<file path="config.mk">
export PLATFORM = sky130hd
export DESIGN_NAME = mole_round_ctrl
export DESIGN_NICKNAME = d
export VERILOG_FILES = /design/src/rtl/mole_pkg.sv /design/src/rtl/mole_lfsr.sv /design/src/rtl/mole_round_ctrl.sv
export SDC_FILE = /design/constraint.sdc
export NUM_CORES = 1
export LEC_CHECK = 0
export BUFFER_PORTS_ARGS = -buffer_cell sky130_fd_sc_hd__buf_2
export CORE_MARGIN = 1.5
export CORE_UTILIZATION = 35
export DETAILED_ROUTE_END_ITERATION = 8
export MAX_ROUTING_LAYER = met4
export PLACE_DENSITY = 0.63
export SETUP_SLACK_MARGIN = 0.3
export SLEW_MARGIN = 20
export SYNTH_ARGS = -nofsm -noshare
export SYNTH_HDL_FRONTEND = slang
export SYNTH_SLANG_ARGS = --single-unit
</file>
<file path="constraint.sdc">
create_clock -name clk -period 2.3 [get_ports clk]
set_input_delay 0.46 -clock clk [delete_from_list [all_inputs] [get_ports clk]]
set_output_delay 0.46 -clock clk [all_outputs]
set_load 0.02 [all_outputs]
</file>
<file path="src/rtl/mole_pkg.sv">
// Shared types and constants for the whack-a-mole round controller.
// The LFSR step and pattern shaping live here so the LFSR and the controller agree on them.
package mole_pkg;

    localparam int unsigned NUM_HOLES = 18;

    typedef enum logic [2:0] {
        S_IDLE   = 3'd0,
        S_SPAWN  = 3'd1,
        S_ACTIVE = 3'd2,
        S_SCORE  = 3'd3,
        S_GAP    = 3'd4,
        S_DONE   = 3'd5
    } mole_state_t;

    // Right-shifting Galois form of x^18 + x^11 + 1
    localparam logic [NUM_HOLES-1:0] LFSR_TAPS        = 18'h20400;
    localparam logic [NUM_HOLES-1:0] PATTERN_FALLBACK = 18'h00001;

    function automatic logic [NUM_HOLES-1:0] lfsr_step(input logic [NUM_HOLES-1:0] v);
        return {1'b0, v[NUM_HOLES-1:1]} ^ (v[0] ? LFSR_TAPS : '0);
    endfunction

    // AND with a half-rotation thins the pattern to roughly a quarter of the holes
    function automatic logic [NUM_HOLES-1:0] make_pattern(input logic [NUM_HOLES-1:0] v);
        logic [NUM_HOLES-1:0] p;
        p = v & {v[8:0], v[17:9]};
        return (p == '0) ? PATTERN_FALLBACK : p;
    endfunction

endpackage

</file>
<file path="src/rtl/mole_lfsr.sv">
// 18-bit Galois LFSR with synchronous active-low load to seed and an advance enable.
module mole_lfsr
    import mole_pkg::*;
#(
    parameter logic [NUM_HOLES-1:0] SEED = 18'h2A5F3
) (
    input  logic                 clk,
    input  logic                 load_n,
    input  logic                 advance,
    output logic [NUM_HOLES-1:0] value
);

    always_ff @(posedge clk) begin
        if (!load_n) begin
            value <= SEED;
        end else if (advance) begin
            value <= lfsr_step(value);
        end
    end

endmodule

</file>
<file path="src/rtl/mole_round_ctrl.sv">
// Round controller: spawns a mole pattern, captures hits on lit holes during a timed
// window, and presents the hit mask for exactly one SCORE cycle per round.
module mole_round_ctrl
    import mole_pkg::*;
#(
    parameter int unsigned          ROUND_CYCLES = 50_000_000,
    parameter int unsigned          GAP_CYCLES   = 12_500_000,
    parameter int unsigned          NUM_ROUNDS   = 30,
    parameter logic [NUM_HOLES-1:0] LFSR_SEED    = 18'h2A5F3
) (
    input  logic        clk,
    input  logic        reset,
    input  logic        start,
    input  logic [17:0] sw,
    output logic [17:0] led_moles,
    output logic [17:0] hit_reg,
    output logic        round_done,
    output logic [7:0]  round_idx,
    output logic        game_over
);

    localparam int unsigned TMAX = (ROUND_CYCLES > GAP_CYCLES) ? ROUND_CYCLES : GAP_CYCLES;
    localparam int unsigned TW   = $clog2(TMAX);
    localparam logic [TW-1:0] ROUND_LAST = TW'(ROUND_CYCLES - 1);
    localparam logic [TW-1:0] GAP_LAST   = TW'(GAP_CYCLES - 1);

    mole_state_t          state;
    logic [TW-1:0]        timer;
    logic [NUM_HOLES-1:0] pattern;
    logic [NUM_HOLES-1:0] hit_acc;
    logic [NUM_HOLES-1:0] hit_next;
    logic [NUM_HOLES-1:0] sw_prev;
    logic [NUM_HOLES-1:0] lfsr_value;
    logic [7:0]           round_inc;

    mole_lfsr #(
        .SEED (LFSR_SEED)
    ) u_lfsr (
        .clk     (clk),
        .load_n  (reset),
        .advance (state == S_SPAWN),
        .value   (lfsr_value)
    );

    // Not reset: the first post-reset cycle must compare against the live switches
    always_ff @(posedge clk) begin
        sw_prev <= sw;
    end

    always_comb begin
        hit_next  = hit_acc | ((sw ^ sw_prev) & pattern);
        round_inc = round_idx + 8'd1;
    end

    always_ff @(posedge clk) begin
        if (!reset) begin
            state      <= S_IDLE;
            timer      <= '0;
            pattern    <= '0;
            hit_acc    <= '0;
            led_moles  <= '0;
            hit_reg    <= '0;
            round_done <= 1'b0;
            round_idx  <= '0;
            game_over  <= 1'b0;
        end else begin
            unique case (state)
                S_IDLE: begin
                    if (start) state <= S_SPAWN;
                end
                S_SPAWN: begin
                    // Pattern is taken from the value the LFSR advances to on this edge
                    pattern   <= make_pattern(lfsr_step(lfsr_value));
                    led_moles <= make_pattern(lfsr_step(lfsr_value));
                    hit_acc   <= '0;
                    timer     <= '0;
                    state     <= S_ACTIVE;
                end
                S_ACTIVE: begin
                    hit_acc <= hit_next;
                    timer   <= timer + TW'(1);
                    if (timer == ROUND_LAST || hit_next == pattern) begin
                        hit_reg    <= hit_next;
                        round_done <= 1'b1;
                        state      <= S_SCORE;
                    end
                end
                S_SCORE: begin
                    hit_reg    <= '0;
                    round_done <= 1'b0;
                    led_moles  <= '0;
                    timer      <= '0;
                    round_idx  <= round_inc;
                    if (round_inc == 8'(NUM_ROUNDS)) begin
                        game_over <= 1'b1;
                        state     <= S_DONE;
                    end else begin
                        state <= S_GAP;
                    end
                end
                S_GAP: begin
                    if (timer == GAP_LAST) begin
                        state <= S_SPAWN;
                    end else begin
                        timer <= timer + TW'(1);
                    end
                end
                S_DONE: begin
                    if (start) begin
                        round_idx <= '0;
                        game_over <= 1'b0;
                        state     <= S_SPAWN;
                    end
                end
                default: state <= S_IDLE;
            endcase
        end
    end

endmodule

</file>
### Yosys cells after proc, flatten, opt, wreduce, memory -nomap -nowiden

Index checks and enable logic that the tools add are counted.

* bitwise operators: 5
* mux-type cells: 20
* reductions and logical operators: 15
* $add $sub $neg: 2
* equal/unequal tests: 15

Operator list (number)
* $pmux W18 S2: 3
* $pmux W26 S3: 1
* $mux W18: 3
* $and A18 B18 Y18: 2
* $add A26 B1 Y26 const B: 1
* $eq A26 B24 Y1 const B: 1
* $eq A26 B26 Y1 const B: 1
* $mux W26: 1
* $eq A18 B18 Y1: 1
* $logic_not A18 Y1: 1
* $or A18 B18 Y18: 1
* $xor A17 B18 Y18: 1
* $xor A18 B18 Y18: 1
* $pmux W8 S2: 1
* $pmux W3 S5: 1
* $ne A2 B2 Y1 const B: 5
* $mux W3: 3
* $add A8 B1 Y8 const B: 1
* $eq A8 B5 Y1 const B: 1
* $mux W8: 1
* $reduce_bool A2 Y1: 4
* $eq A3 B2 Y1 const B: 2
* $eq A3 B3 Y1 const B: 2
* $reduce_and A2 Y1: 3
* 9 further kinds: 15

* logic and storage cells: 68
* output and inout port bits: 46
* register bits after elaboration: 147
* input bits: 21

### Logic depth before layout (Yosys ltp)

Gate-level depths: netlist of the first run.

* depth in word-level cells: 7
* depth in mapped cells: 9
* gate-level depth less buffers: 8

### By module

From an unflattened synthesis of the first run, not the netlist that was laid out.

* cell total of the unflattened synthesis: 661
* area total of the unflattened synthesis: 5955.7 um^2

By module, submodules not included
* mole_round_ctrl: area each 5280.1 um^2, cells an instance 602, seq. area each 2262.2 um^2, instances 1
* mole_lfsr: area each 675.6 um^2, cells an instance 59, seq. area each 360.3 um^2, instances 1

### Worst setup path before layout of the first run

No wires, ideal clock.

* path type: input to register
* start point: input port sw[17]
* end point: register hit_reg[10]
* arrival time: 2.007 ns
* setup slack: 0.170 ns
* buffers on the path: 2
* library setup time: 0.123 ns
* data required time: 2.177 ns
* cell stages on the path: 8
* cell sequence: xor2_1 > o32ai_1 > or4_1 > nor3_2 > o21a_1 > buf_6 > buf_6 > o22ai_1

* word-level cells in the longest chain between the ends: 7

RTL lines
* start, declared: line mole_round_ctrl.sv:14 `input logic [17:0] sw,`
* $xor A18 B18 Y18: line mole_round_ctrl.sv:51 `hit_next = hit_acc | ((sw ^ sw_prev) & pattern);`
* $and A18 B18 Y18: line mole_round_ctrl.sv:51
* $or A18 B18 Y18: line mole_round_ctrl.sv:51
* $eq A18 B18 Y1: line mole_round_ctrl.sv:82 `if (timer == ROUND_LAST || hit_next == pattern) begin`
* $logic_or A1 B1 Y1: line mole_round_ctrl.sv:82
* $ne A2 B2 Y1 (no line)
* $reduce_and A2 Y1 (no line)
* end signal, assigned: line mole_round_ctrl.sv:83 `hit_reg <= hit_next;`
* end, declared: line mole_round_ctrl.sv:16 `output logic [17:0] hit_reg,`

Every way passes these cells.
A chain may end at the register's enable or synchronous reset.

### Final worst setup path of the first run

* start point: register sw_prev[4]
* end point: register hit_reg[15]

* word-level cells in the longest chain between the ends: 7

RTL lines
* start, declared: line mole_round_ctrl.sv:32 `logic [NUM_HOLES-1:0] sw_prev;`
* start signal, assigned: line mole_round_ctrl.sv:47 `sw_prev <= sw;`
* $xor A18 B18 Y18: line mole_round_ctrl.sv:51
* $and A18 B18 Y18: line mole_round_ctrl.sv:51
* $or A18 B18 Y18: line mole_round_ctrl.sv:51
* $eq A18 B18 Y1: line mole_round_ctrl.sv:82
* $logic_or A1 B1 Y1: line mole_round_ctrl.sv:82
* $ne A2 B2 Y1 (no line)
* $reduce_and A2 Y1 (no line)

Every way passes these cells.

==> out/results.txt, run 1 <==
status: completed
starting density of the core: 36.2%
# rows: 45
DRC: 0
P_leak: 2.82 nW
drt pass-1 iters: 5
Setup crit end kind: flop
vias in the first global route: 4668
wire length per cell: 14.8 um
Max Cap Viol: 0
final hold slack: 0.160 ns
clock buffer count from CTS: 17
Placed Area: 6180 um^2
Via density: 5.09
clk_lat worst skew: 0.42 ns
Detail Route Antenna Nets: 0
# H-tree levels: 4
largest net degree at the start of global routing: 56
IO Pins: 67
die area: 16600 um^2
Max Slew Vio Count: 0
Setup Crit Path Kind: flop to flop
Seq cells post-synth: 131
crit-path max cell delay: 0.55 ns
Setup violations, final: 0
largest fanout on the critical path: 5
Reg2Reg Setup Slack: 0.22 ns
fin worst setup slack: 0.218 ns
first-pass GRT wire length: 22700 um
Slew @ Worst Pin: 0.547 ns
PD cells: 1120 nW/um^2
most frequent cells in the layout: 110 x nand2_1, 110 x dfxtp_1, 66 x buf_2
initial antenna violation count: 0
crit path launch: sw_prev[4]$_DFF_P_
Largest register FFs: 26
r2r worst-path depth: 8
routability cong.: 0.922
# clock sinks: 131
reg2reg end: hit_reg[15]$_SDFFE_PN0P_
Reg with most FFs: timer
Final #Nets: 759
ranking of synthesized cells by area: dfxtp_1 47%, nand2_1 7.5%, xor2_1 5.4%
post-synthesis sequential area ratio: 47.3%
Hold Crit Class: input pin to flop
peak supply drop: 0.000586 V
worst-path cell chain: xor2_2 > nor3b_1 > or4_4 > nor3_4 > o21a_2 > buf_6 > clkbuf_16 > o22ai_1
WL final: 14200 um
Syn Area/Cell: 8.65 um^2
FFs w/ async S/R, synth: 0%
final-report hold violation count: 0
CTS tree: built
pre-CTS setup slack: 0.00164 ns
Post-Syn Area: 5540 um^2
Worst Path Arrival: 2.38 ns
synthesis-to-layout area growth: 29.9%
post-synthesis cell count: 641
total number of yosys warnings: 0
Final Util: 47.0%
Crit Reg-Reg Startpoint: sw_prev[4]$_DFF_P_
EDFF count, synth: 0
CORE AREA: 15300 um^2
Clock Pin Slew Worst Setup and Hold Paths: 0.06 ns
Crit-path slowest cell: or4_4
unrepaired setup endpoints after global routing: yes
Primary FF master, synth: dfxtp_1
crit path to: hit_reg[15]$_SDFFE_PN0P_
Syn Nets: 665
# port buffers: 66
GRT overflow: 0
Final Skew: 0.00714 ns
Yosys cell types: 52
fin crit period: 2.08 ns
Synth top area share: 47.3%
leading area contributor after synthesis: dfxtp_1
Total GRT Usage: 17.9%
Setup TNS Final: 0 ns
CTS Buffer Depth: 2
Initial DRC Count: 477
antenna diode count: 0
layout cells sized above 1: 27.0%
relative slew slack: 63.5%
Max Freq: 480 MHz
Detailed Place HPWL: 9340 um
CP Launch Type: flop
fin crit share: 90.5%
Required @ worst endpoint: 2.60 ns
CTS root buffer: clkbuf_16
via count: 4880
die height: 129 um
post-route cell area: 7200 um^2
Die X: 129 um
-- cells by family (layout without fill, tap and decap cells) --
logic type,count (synthesis),in the layout,share of synthesized area (%)
AND/OR/NAND/NOR,277,277,24.7
adder cells (fa/ha/maj),3,3,0.677
XOR/XNOR,43,43,6.79
flip-flops,131,131,47.3
buffers and inverters,45,152,4.04
AO/OA/AOI/OAI,142,142,16.5
-- through the flow --
stage	std cells	total power [mW]
final	959	8.06
after global routing	959	8.47
after CTS	950	7.91
after detailed placement	902	4.81
after floorplan	641	4.21
after global placement	902	4.75
-- how the worst min path moves through the flow --
stage / from / to / slack, ns / depth (start not counted)
floorplan: u_lfsr.value[12]$_SDFFE_PN0P_ / u_lfsr.value[11]$_SDFFE_PN0P_ / 0.45 / 2
global placement: led_moles[0]$_SDFFE_PN0N_ / led_moles[0]$_SDFFE_PN0N_ / 0.44 / 1
detailed placement: led_moles[0]$_SDFFE_PN0N_ / led_moles[0]$_SDFFE_PN0N_ / 0.44 / 1
CTS: sw[6] / sw_prev[6]$_DFF_P_ / 0.15 / 1
global route: sw[14] / sw_prev[14]$_DFF_P_ / 0.15 / 1
finish: sw[6] / sw_prev[6]$_DFF_P_ / 0.16 / 1
-- Yosys cell counts (9+ instances only) --
master      n
o22ai_1    22
xor2_1     34
nor2_1     41
a21oi_1    30
and2_1     18
a21boi_0   12
clkbuf_1   22
xnor2_1     9
dfxtp_1   131
nor2b_1    25
a32oi_1    18
o21ai_0    33
nand3_1    31
nand2_1   111
-- layout make-up --
cell class / count / area (um^2)
clock buffer: 19 / 443
clock inverter: 13 / 184
fill: 1479 / 8110
inverter: 7 / 26.3
multi-input combinational: 465 / 2860
sequential: 131 / 2660
tap: 211 / 264
timing repair buffer: 113 / 771
-- power by group --
| group | switching (mW) | internal, mW |
|---|---|---|
| combinational | 1.42 | 0.974 |
| clock | 1.01 | 1.84 |
| sequential | 0.239 | 2.58 |
-- worst max-delay path, delay by kind of cell (launching register included) --
kind	cells	cell delay (ns)
AND/OR/NAND/NOR	3	0.89
buffers and inverters	2	0.25
flip-flops	1	0.35
AO/OA/AOI/OAI	2	0.28
XOR/XNOR	1	0.19
-- metal layers --
layer  vias up  global-route usage, %  part of all wire [%]  routed length [um]
met4         0                   8.13                   2.1                 293
met2       136                   28.0                    47                6720
li1       2423                      -                     -                   -
met5         -                      -                     0                   0
met1      2289                   21.4                    45                6440
met3        32                   4.95                   5.2                 743
-- what timing repair did --
action | CTS | global route
endpoints found under the setup margin | 34 | 33
pin swaps | 18 | 12
hold buffers | 0 | 0
gates cloned | 1 | 2
hold endpoints to repair | 0 | 0
resized for setup | 24 | 29
setup buffers | 15 | 7
Power figures use the tool's default switching activity.
==> inputs of run 2 (changes only) <==
--- a/config.mk
+++ b/config.mk
@@ -10,9 +10,10 @@
 export CORE_UTILIZATION = 35
 export DETAILED_ROUTE_END_ITERATION = 8
 export MAX_ROUTING_LAYER = met4
-export PLACE_DENSITY = 0.63
+export PLACE_DENSITY = 0.62
 export SETUP_SLACK_MARGIN = 0.3
 export SLEW_MARGIN = 20
 export SYNTH_ARGS = -nofsm -noshare
 export SYNTH_HDL_FRONTEND = slang
+export SYNTH_HIERARCHICAL = 1
 export SYNTH_SLANG_ARGS = --single-unit
==> run 2 against run 1 <==
Against the previous run: design area grew 2.8%; cell count rose by 1.8%; highest routed layer unchanged; non-clock buffer count is 7 lower; clock skew decreased by 0.00057 ns; sequential cell count unchanged; clock-buffer cell count grew 2; largest cell class unchanged; via count rose by 1.7%; die area up 7.3%.
==> out/results.txt, run 2 <==
status: completed (unchanged)
post-synthesis cell count: 661 (was 641)
Post-Syn Area: 5960 um^2 (was 5540 um^2)
Final #Nets: 767 (was 759)
unrepaired setup endpoints after global routing: yes (unchanged)
Syn Area/Cell: 9.01 um^2 (was 8.65 um^2)
Initial DRC Count: 383 (was 477)
total power: 8.75 mW (was 8.06 mW)
vias in the first global route: 4632 (was 4668)
Final Util: 44.6% (was 47.0%)
Max Slew Vio Count: 0 (unchanged)
Setup crit end kind: flop (unchanged)
Die X: 133 um (was 129 um)
CTS tree: built (unchanged)
# port buffers: 66 (unchanged)
r2r worst-path depth: 8 (unchanged)
DRC: 0 (unchanged)
sequential cell area: 2630 um^2 (was 2660 um^2)
Reg2Reg Setup Slack: 0.37 ns (was 0.22 ns)
most frequent cells in the layout: 127 x dfxtp_1, 77 x nor2_1, 67 x buf_2 (was 110 x nand2_1, 110 x dfxtp_1, 66 x buf_2)
drt pass-1 iters: 5 (unchanged)
Worst Hold Path EP: sw_prev[13]$_DFF_P_ (was sw_prev[6]$_DFF_P_)
Total GRT Usage: 17.5% (was 17.9%)
Required @ worst endpoint: 2.66 ns (was 2.60 ns)
GRT overflow: 0 (unchanged)
pre-CTS setup slack: -0.0417 ns (was 0.00164 ns)
Multi-input gate area: 3090 um^2 (was 2860 um^2)
die area: 17800 um^2 (was 16600 um^2)
clock buffer count from CTS: 17 (unchanged)
commonest non-fill, non-tap cell in the layout: dfxtp_1
die height: 133 um (was 129 um)
Worst Path Arrival: 2.30 ns (was 2.38 ns)
CTS Buffer Depth: 2 (unchanged)
final-report hold violation count: 0 (unchanged)
initial antenna violation count: 0 (unchanged)
crit-path max cell delay: 0.46 ns (was 0.55 ns)
P_leak: 2.86 nW (was 2.82 nW)
Syn Nets: 685 (was 665)
Final Skew: 0.00657 ns (was 0.00714 ns)
peak supply drop: 0.000731 V (was 0.000586 V)
# H-tree levels: 4 (unchanged)
clk_lat worst skew: 0.42 ns (about the same)
Setup violations, final: 0 (unchanged)
total number of yosys warnings: 6 (was 0)
Clock Pin Slew Worst Setup and Hold Paths: 0.06 ns (about the same)
hold path cells: 1 (unchanged)
Detailed Place HPWL: 10100 um (was 9340 um)
Primary FF master, synth: dfxtp_1 (unchanged)
Crit-path slowest cell: o41ai_4 (was or4_4)
routability cong.: 0.860 (was 0.922)
largest fanout on the critical path: 6 (was 5)
IO Pins: 67 (unchanged)
fin crit share: 84.0% (was 90.5%)
Setup TNS Final: 0 ns (unchanged)
synthesis-to-layout area growth: 24.3% (was 29.9%)
antenna diode count: 0 (unchanged)
Via density: 5.08 (was 5.09)
ranking of synthesized cells by area: dfxtp_1 44%, nor2_1 4.9%, nand2_1 3.7% (was dfxtp_1 47%, nand2_1 7.5%, xor2_1 5.4%)
# clock sinks: 131 (unchanged)
Detail Route Antenna Nets: 0 (unchanged)
layout cells sized above 1: 23.8% (was 27.0%)
relative slew slack: 62.0% (was 63.5%)
Max Freq: 518 MHz (was 480 MHz)
EDFF count, synth: 0 (unchanged)
leading area contributor after synthesis: dfxtp_1 (unchanged)
# rows: 47 (was 45)
WL final: 14600 um (was 14200 um)
Slew @ Worst Pin: 0.570 ns (was 0.547 ns)
starting density of the core: 35.9% (was 36.2%)
Largest register FFs: 26 (unchanged)
first-pass GRT wire length: 23900 um (was 22700 um)
post-route cell area: 7400 um^2 (was 7200 um^2)
most numerous cell in the Yosys netlist: dfxtp_1 (unchanged)
Max Cap Viol: 0 (unchanged)
post-synthesis sequential area ratio: 44.0% (was 47.3%)
wire length per cell: 14.9 um (was 14.8 um)
Reg with most FFs: timer (unchanged)
via count: 4961 (was 4880)
largest net degree at the start of global routing: 35 (was 56)
Seq cells post-synth: 131 (unchanged)
fin worst setup slack: 0.368 ns (was 0.218 ns)
Hold Crit Class: input pin to flop (unchanged)
worst-path cell chain: ha_4 > and4_4 > nand3_2 > nand3b_1 > buf_4 > inv_4 > o41ai_4 > a22o_1 (was xor2_2 > nor3b_1 > or4_4 > nor3_4 > o21a_2 > buf_6 > clkbuf_16 > o22ai_1)
Crit Reg-Reg Startpoint: timer[0]$_SDFFE_PN0P_ (was sw_prev[4]$_DFF_P_)
PD cells: 1180 nW/um^2 (was 1120 nW/um^2)
CP Launch Type: flop (unchanged)
reg2reg end: hit_reg[10]$_SDFFE_PN0P_ (was hit_reg[15]$_SDFFE_PN0P_)
CORE AREA: 16600 um^2 (was 15300 um^2)
Placed Area: 6560 um^2 (was 6180 um^2)
Setup Crit Path Kind: flop to flop (unchanged)
HP Start: sw[13] (was sw[6])
Synth top area share: 44.0% (was 47.3%)
FFs w/ async S/R, synth: 0% (unchanged)
top cells by count, synth: 131 x dfxtp_1, 77 x nor2_1, 59 x nand2_1 (was 131 x dfxtp_1, 111 x nand2_1, 41 x nor2_1)
Yosys cell types: 60 (was 52)
Filler Cell Count: 1636 (was 1479)
CTS root buffer: clkbuf_16 (unchanged)
fin crit period: 1.93 ns (was 2.08 ns)
-- run 2: power by group --
part | leakage [nW] | total (mW) | switching [mW] | internal, mW
logic | 1.47 | 2.90 | 1.80 | 1.10
clock network | 0.312 | 2.95 | 1.02 | 1.93
registers | 1.07 | 2.91 | 0.294 | 2.61
total | 2.86 | 8.75 | 3.11 | 5.65
-- run 2: cells by family after synthesis --
logic type	Yosys count	synth area share [%]
flops	131	44.0
compound gates	163	20.7
xor+xnor	44	6.47
fa+ha+maj	3	0.630
buf+inv	69	5.88
simple gates	233	19.2
mux	18	3.03
-- run 2: final cells by class --
class | count | share of cell area (%)
Multi-Input combinational cell | 461 | 41.7
Sequential cell | 131 | 35.5
Timing Repair Buffer | 106 | 8.86
Clock buffer | 21 | 6.49
Tap cell | 220 | 3.72
Clock inverter | 11 | 2.35
Inverter | 26 | 1.35
-- run 2: worst max-delay path by stage --
stage	startpoint	end	slack, ns
after floorplan	sw[13]	hit_reg[17]$_SDFFE_PN0P_	0.41
after global placement	sw[14]	hit_reg[0]$_SDFFE_PN0P_	-0.006
after detailed placement	sw[3]	hit_reg[2]$_SDFFE_PN0P_	-0.04
after CTS	timer[23]$_SDFFE_PN0P_	hit_reg[2]$_SDFFE_PN0P_	0.30
after global routing	round_idx[1]$_SDFFE_PN0P_	state[0]$_SDFFE_PN0P_	0.30
final	timer[0]$_SDFFE_PN0P_	hit_reg[10]$_SDFFE_PN0P_	0.37
-- run 2: per-stage QoR --
stage               hold WS [ns]  instances
floorplan                  0.449        661
global placement           0.447        938
detailed placement         0.452        938
CTS                        0.144        976
global route               0.143        976
finish                     0.157        976
-- run 2: critical path: cells and delay by family, from the launching register on --
family	cells	cell delay [ns]
compound gates	2	0.67
fa+ha+maj	1	0.17
buf+inv	2	0.23
flops	1	0.36
simple gates	3	0.45
-- run 2: metal layers --
layer  wire length [um]  up-vias  part of all wire (%)  GRT usage, %
met4                301        0                   2.1          6.88
met5                  0        -                     0             -
met2               6320      109                    43          25.5
li1                   -     2505                     -             -
met3                606       25                   4.2          4.03
met1               7330     2322                    50          23.4
-- run 2: timing repair --
action                     CTS  global route
pin swaps                    2             6
hold buffers                 0             0
gates cloned                 1             0
resized for setup            8            22
setup buffers                5             0
setup endpoints to repair   37            68
==> inputs of run 3 (changes only) <==
--- a/config.mk
+++ b/config.mk
@@ -5,6 +5,7 @@
 export SDC_FILE = /design/constraint.sdc
 export NUM_CORES = 1
 export LEC_CHECK = 0
+export ABC_AREA = 1
 export BUFFER_PORTS_ARGS = -buffer_cell sky130_fd_sc_hd__buf_2
 export CORE_MARGIN = 1.5
 export CORE_UTILIZATION = 35
==> constraint.sdc (replaced) <==
create_clock -name clk -period 2 [get_ports clk]
set_input_delay 0.4 -clock clk [delete_from_list [all_inputs] [get_ports clk]]
set_output_delay 0.4 -clock clk [all_outputs]
set_load 0.02 [all_outputs]
==> run 3 against run 2 <==
Against the previous run: global-route usage grew 2.0 points; clock-buffer cell count grew 1; clock skew grew 0.0029 ns; sequential share of layout area shrank 3.5 points; sequential power grew 8.2%; synthesized area grew 5.3%; critical path type unchanged.
==> out/results.txt, run 3 <==
Synth top area share: 41.8% (was 44.0%)
clock buffer count from CTS: 17 (unchanged)
Filler Cell Count: 1725 (was 1636)
Setup TNS Final: 0 ns (unchanged)
Seq cells post-synth: 131 (unchanged)
CORE AREA: 17400 um^2 (was 16600 um^2)
post-synthesis sequential area ratio: 41.8% (was 44.0%)
CTS tree: built (unchanged)
Max Freq: 558 MHz (was 518 MHz)
unrepaired setup endpoints after global routing: yes (unchanged)
# H-tree levels: 4 (unchanged)
wire length per cell: 13.9 um (was 14.9 um)
Slew @ Worst Pin: 0.620 ns (was 0.570 ns)
Via density: 4.87 (was 5.08)
mux contribution to synthesized area: 0% (was 3.03%)
initial antenna violation count: 0 (unchanged)
# rows: 48 (was 47)
DRC: 0 (unchanged)
ranking of synthesized cells by area: dfxtp_1 42%, nand2_1 16%, inv_1 6.6% (was dfxtp_1 44%, nor2_1 4.9%, nand2_1 3.7%)
fin crit share: 89.6% (was 84.0%)
post-synthesis xor/xnor area fraction: 2.65% (was 6.47%)
PD cells: 1090 nW/um^2 (was 1180 nW/um^2)
cts hold-fix bufs: 0 (unchanged)
Total GRT Usage: 19.5% (was 17.5%)
Placed Area: 6970 um^2 (was 6560 um^2)
GRT overflow: 0 (unchanged)
total number of yosys warnings: 6 (unchanged)
Setup violations, final: 0 (unchanged)
commonest non-fill, non-tap cell in the layout: nand2_1 (was dfxtp_1)
Required @ worst endpoint: 2.32 ns (was 2.66 ns)
leading area contributor after synthesis: dfxtp_1 (unchanged)
Detail Route Antenna Nets: 0 (unchanged)
via count: 6158 (was 4961)
Reg2Reg Setup Slack: 0.21 ns (was 0.37 ns)
Syn Nets: 935 (was 685)
P_leak: 3.60 nW (was 2.86 nW)
post-route cell area: 8320 um^2 (was 7400 um^2)
starting density of the core: 36.0% (was 35.9%)
# port buffers: 66 (unchanged)
Adder-Cell Fraction of Synth Area: 0.598% (was 0.630%)
drt pass-1 iters: 5 (unchanged)
CP Launch Type: flop (unchanged)
largest fanout on the critical path: 6 (unchanged)
most frequent cells in the layout: 258 x nand2_1, 108 x dfxtp_1, 102 x inv_1 (was 127 x dfxtp_1, 77 x nor2_1, 67 x buf_2)
largest net degree at the start of global routing: 36 (was 35)
Reg with most FFs: timer (unchanged)
Largest register FFs: 26 (unchanged)
Setup crit end kind: flop (unchanged)
FFs w/ async S/R, synth: 0% (unchanged)
Setup Crit Path Kind: flop to flop (unchanged)
IO Pins: 67 (unchanged)
top cells by count, synth: 275 x nand2_1, 131 x dfxtp_1, 110 x inv_1 (was 131 x dfxtp_1, 77 x nor2_1, 59 x nand2_1)
sequential cell area: 2670 um^2 (was 2630 um^2)
Hold Crit Class: input pin to flop (unchanged)
die height: 137 um (was 133 um)
synthesis-to-layout area growth: 32.7% (was 24.3%)
Max Cap Viol: 0 (unchanged)
routability cong.: 0.945 (was 0.860)
first-pass GRT wire length: 27400 um (was 23900 um)
peak supply drop: 0.000727 V (was 0.000731 V)
status: completed (unchanged)
crit-path max cell delay: 0.35 ns (was 0.46 ns)
clk_lat worst skew: 0.42 ns (about the same)
largest family of logic cells by synthesized area: simple AND/OR/NAND/NOR gates (was compound AO/OA/AOI/OAI gates)
Clock Pin Slew Worst Setup and Hold Paths: 0.06 ns (about the same)
worst-path cell chain: ha_4 > nand2_4 > nor2_4 > inv_2 > nor3_4 > nand4_1 > nand2_4 > buf_12 > nand2_8 > o21ai_1 > nor2_1 (was ha_4 > and4_4 > nand3_2 > nand3b_1 > buf_4 > inv_4 > o41ai_4 > a22o_1)
CP Buf/Inv Count: 2 (unchanged)
delay-heaviest family, CP: simple AND/OR/NAND/NOR gates (was compound AO/OA/AOI/OAI gates)
CTS root buffer: clkbuf_16 (unchanged)
Die X: 137 um (was 133 um)
Primary FF master, synth: dfxtp_1 (unchanged)
EDFF count, synth: 0 (unchanged)
Crit-path slowest cell: dfxtp_2 (was o41ai_4)
die area: 18700 um^2 (was 17800 um^2)
Final #Nets: 1051 (was 767)
Detailed Place HPWL: 12200 um (was 10100 um)
layout cells sized above 1: 28.6% (was 23.8%)
most numerous cell in the Yosys netlist: nand2_1 (was dfxtp_1)
Initial DRC Count: 449 (was 383)
# clock sinks: 131 (unchanged)
vias in the first global route: 5485 (was 4632)
fin crit period: 1.79 ns (was 1.93 ns)
Multi-input gate area: 3380 um^2 (was 3090 um^2)
Max Slew Vio Count: 0 (unchanged)
Post-Syn Area: 6270 um^2 (was 5960 um^2)
cell repeated most along the worst path: nand2_4
post-synthesis simple-gate area fraction: 33.1% (was 19.2%)
WL final: 17600 um (was 14600 um)
Final Skew: 0.00942 ns (was 0.00657 ns)
Syn Area/Cell: 6.89 um^2 (was 9.01 um^2)
post-synthesis cell count: 911 (was 661)
CTS Buffer Depth: 2 (unchanged)
antenna diode count: 0 (unchanged)
final-report hold violation count: 0 (unchanged)
relative slew slack: 58.4% (was 62.0%)
Yosys cell types: 39 (was 60)
Worst Path Arrival: 2.11 ns (was 2.30 ns)
complex-gate fraction of the synthesized area: 10.8% (was 20.7%)
[run 3: worst paths after layout]
kind                                           startpoint                   endpoint  cells past startpoint
worst min register to register  led_moles[9]$_SDFFE_PN0N_  led_moles[9]$_SDFFE_PN0N_                      2
worst min-delay path                                sw[7]         sw_prev[7]$_DFF_P_                      1
worst max-delay path                timer[0]$_SDFFE_PN0P_   hit_reg[17]$_SDFFE_PN0P_                     11
worst max register to register      timer[0]$_SDFFE_PN0P_   hit_reg[17]$_SDFFE_PN0P_                     11
[run 3: layer usage]
layer  vias to the layer above  routed length [um]  global-route usage, %
li1                       3155                   -                      -
met1                      2858                8570                   26.3
met2                       130                8050                   29.2
met3                        15                 791                   3.48
met4                         0                 210                   7.08
met5                         -                   0                      -
[run 3: area by class of cell]
class	instances	area share [%]
Clock buffer	22	5.58
Clock inverter	10	1.74
Inverter	119	5.70
Multi-Input combinational cell	628	40.6
Sequential cell	131	32.0
Tap cell	225	3.38
Timing Repair Buffer	130	11.0
[run 3: logic make-up (layout without fill, tap and decap cells)]
kind of cell | after synthesis | after routing
simple gates | 477 | 479
buf+inv | 154 | 281
flops | 131 | 131
compound gates | 127 | 127
xor+xnor | 19 | 19
fa+ha+maj | 3 | 3
[run 3: report_power, final]
group	switching (mW)	internal, mW	total, mW	leakage [nW]
registers	0.241	2.91	3.15	1.08
clock network	1.17	2.04	3.21	0.292
logic	1.68	1.04	2.72	2.23
total	3.09	5.99	9.09	3.60
[run 3: timing repair]
item / in CTS / in global routing
pin swaps: 7 / 36
resized for setup: 25 / 128
setup buffers: 5 / 17
gates cloned: 1 / 3
endpoints found under the setup margin: 44 / 84
[run 3: stage by stage]
stage	total power, mW	std cells	util (%)	setup slack [ns]	hold WS [ns]
after floorplan	4.59	911	-	0.302	0.428
after global placement	5.23	1207	40.0	0.0773	0.442
after detailed placement	5.25	1207	40.0	0.0560	0.437
after CTS	8.61	1245	44.3	0.241	0.0799
after global routing	9.55	1265	47.8	0.130	0.0891
final	9.09	1265	47.8	0.208	0.102
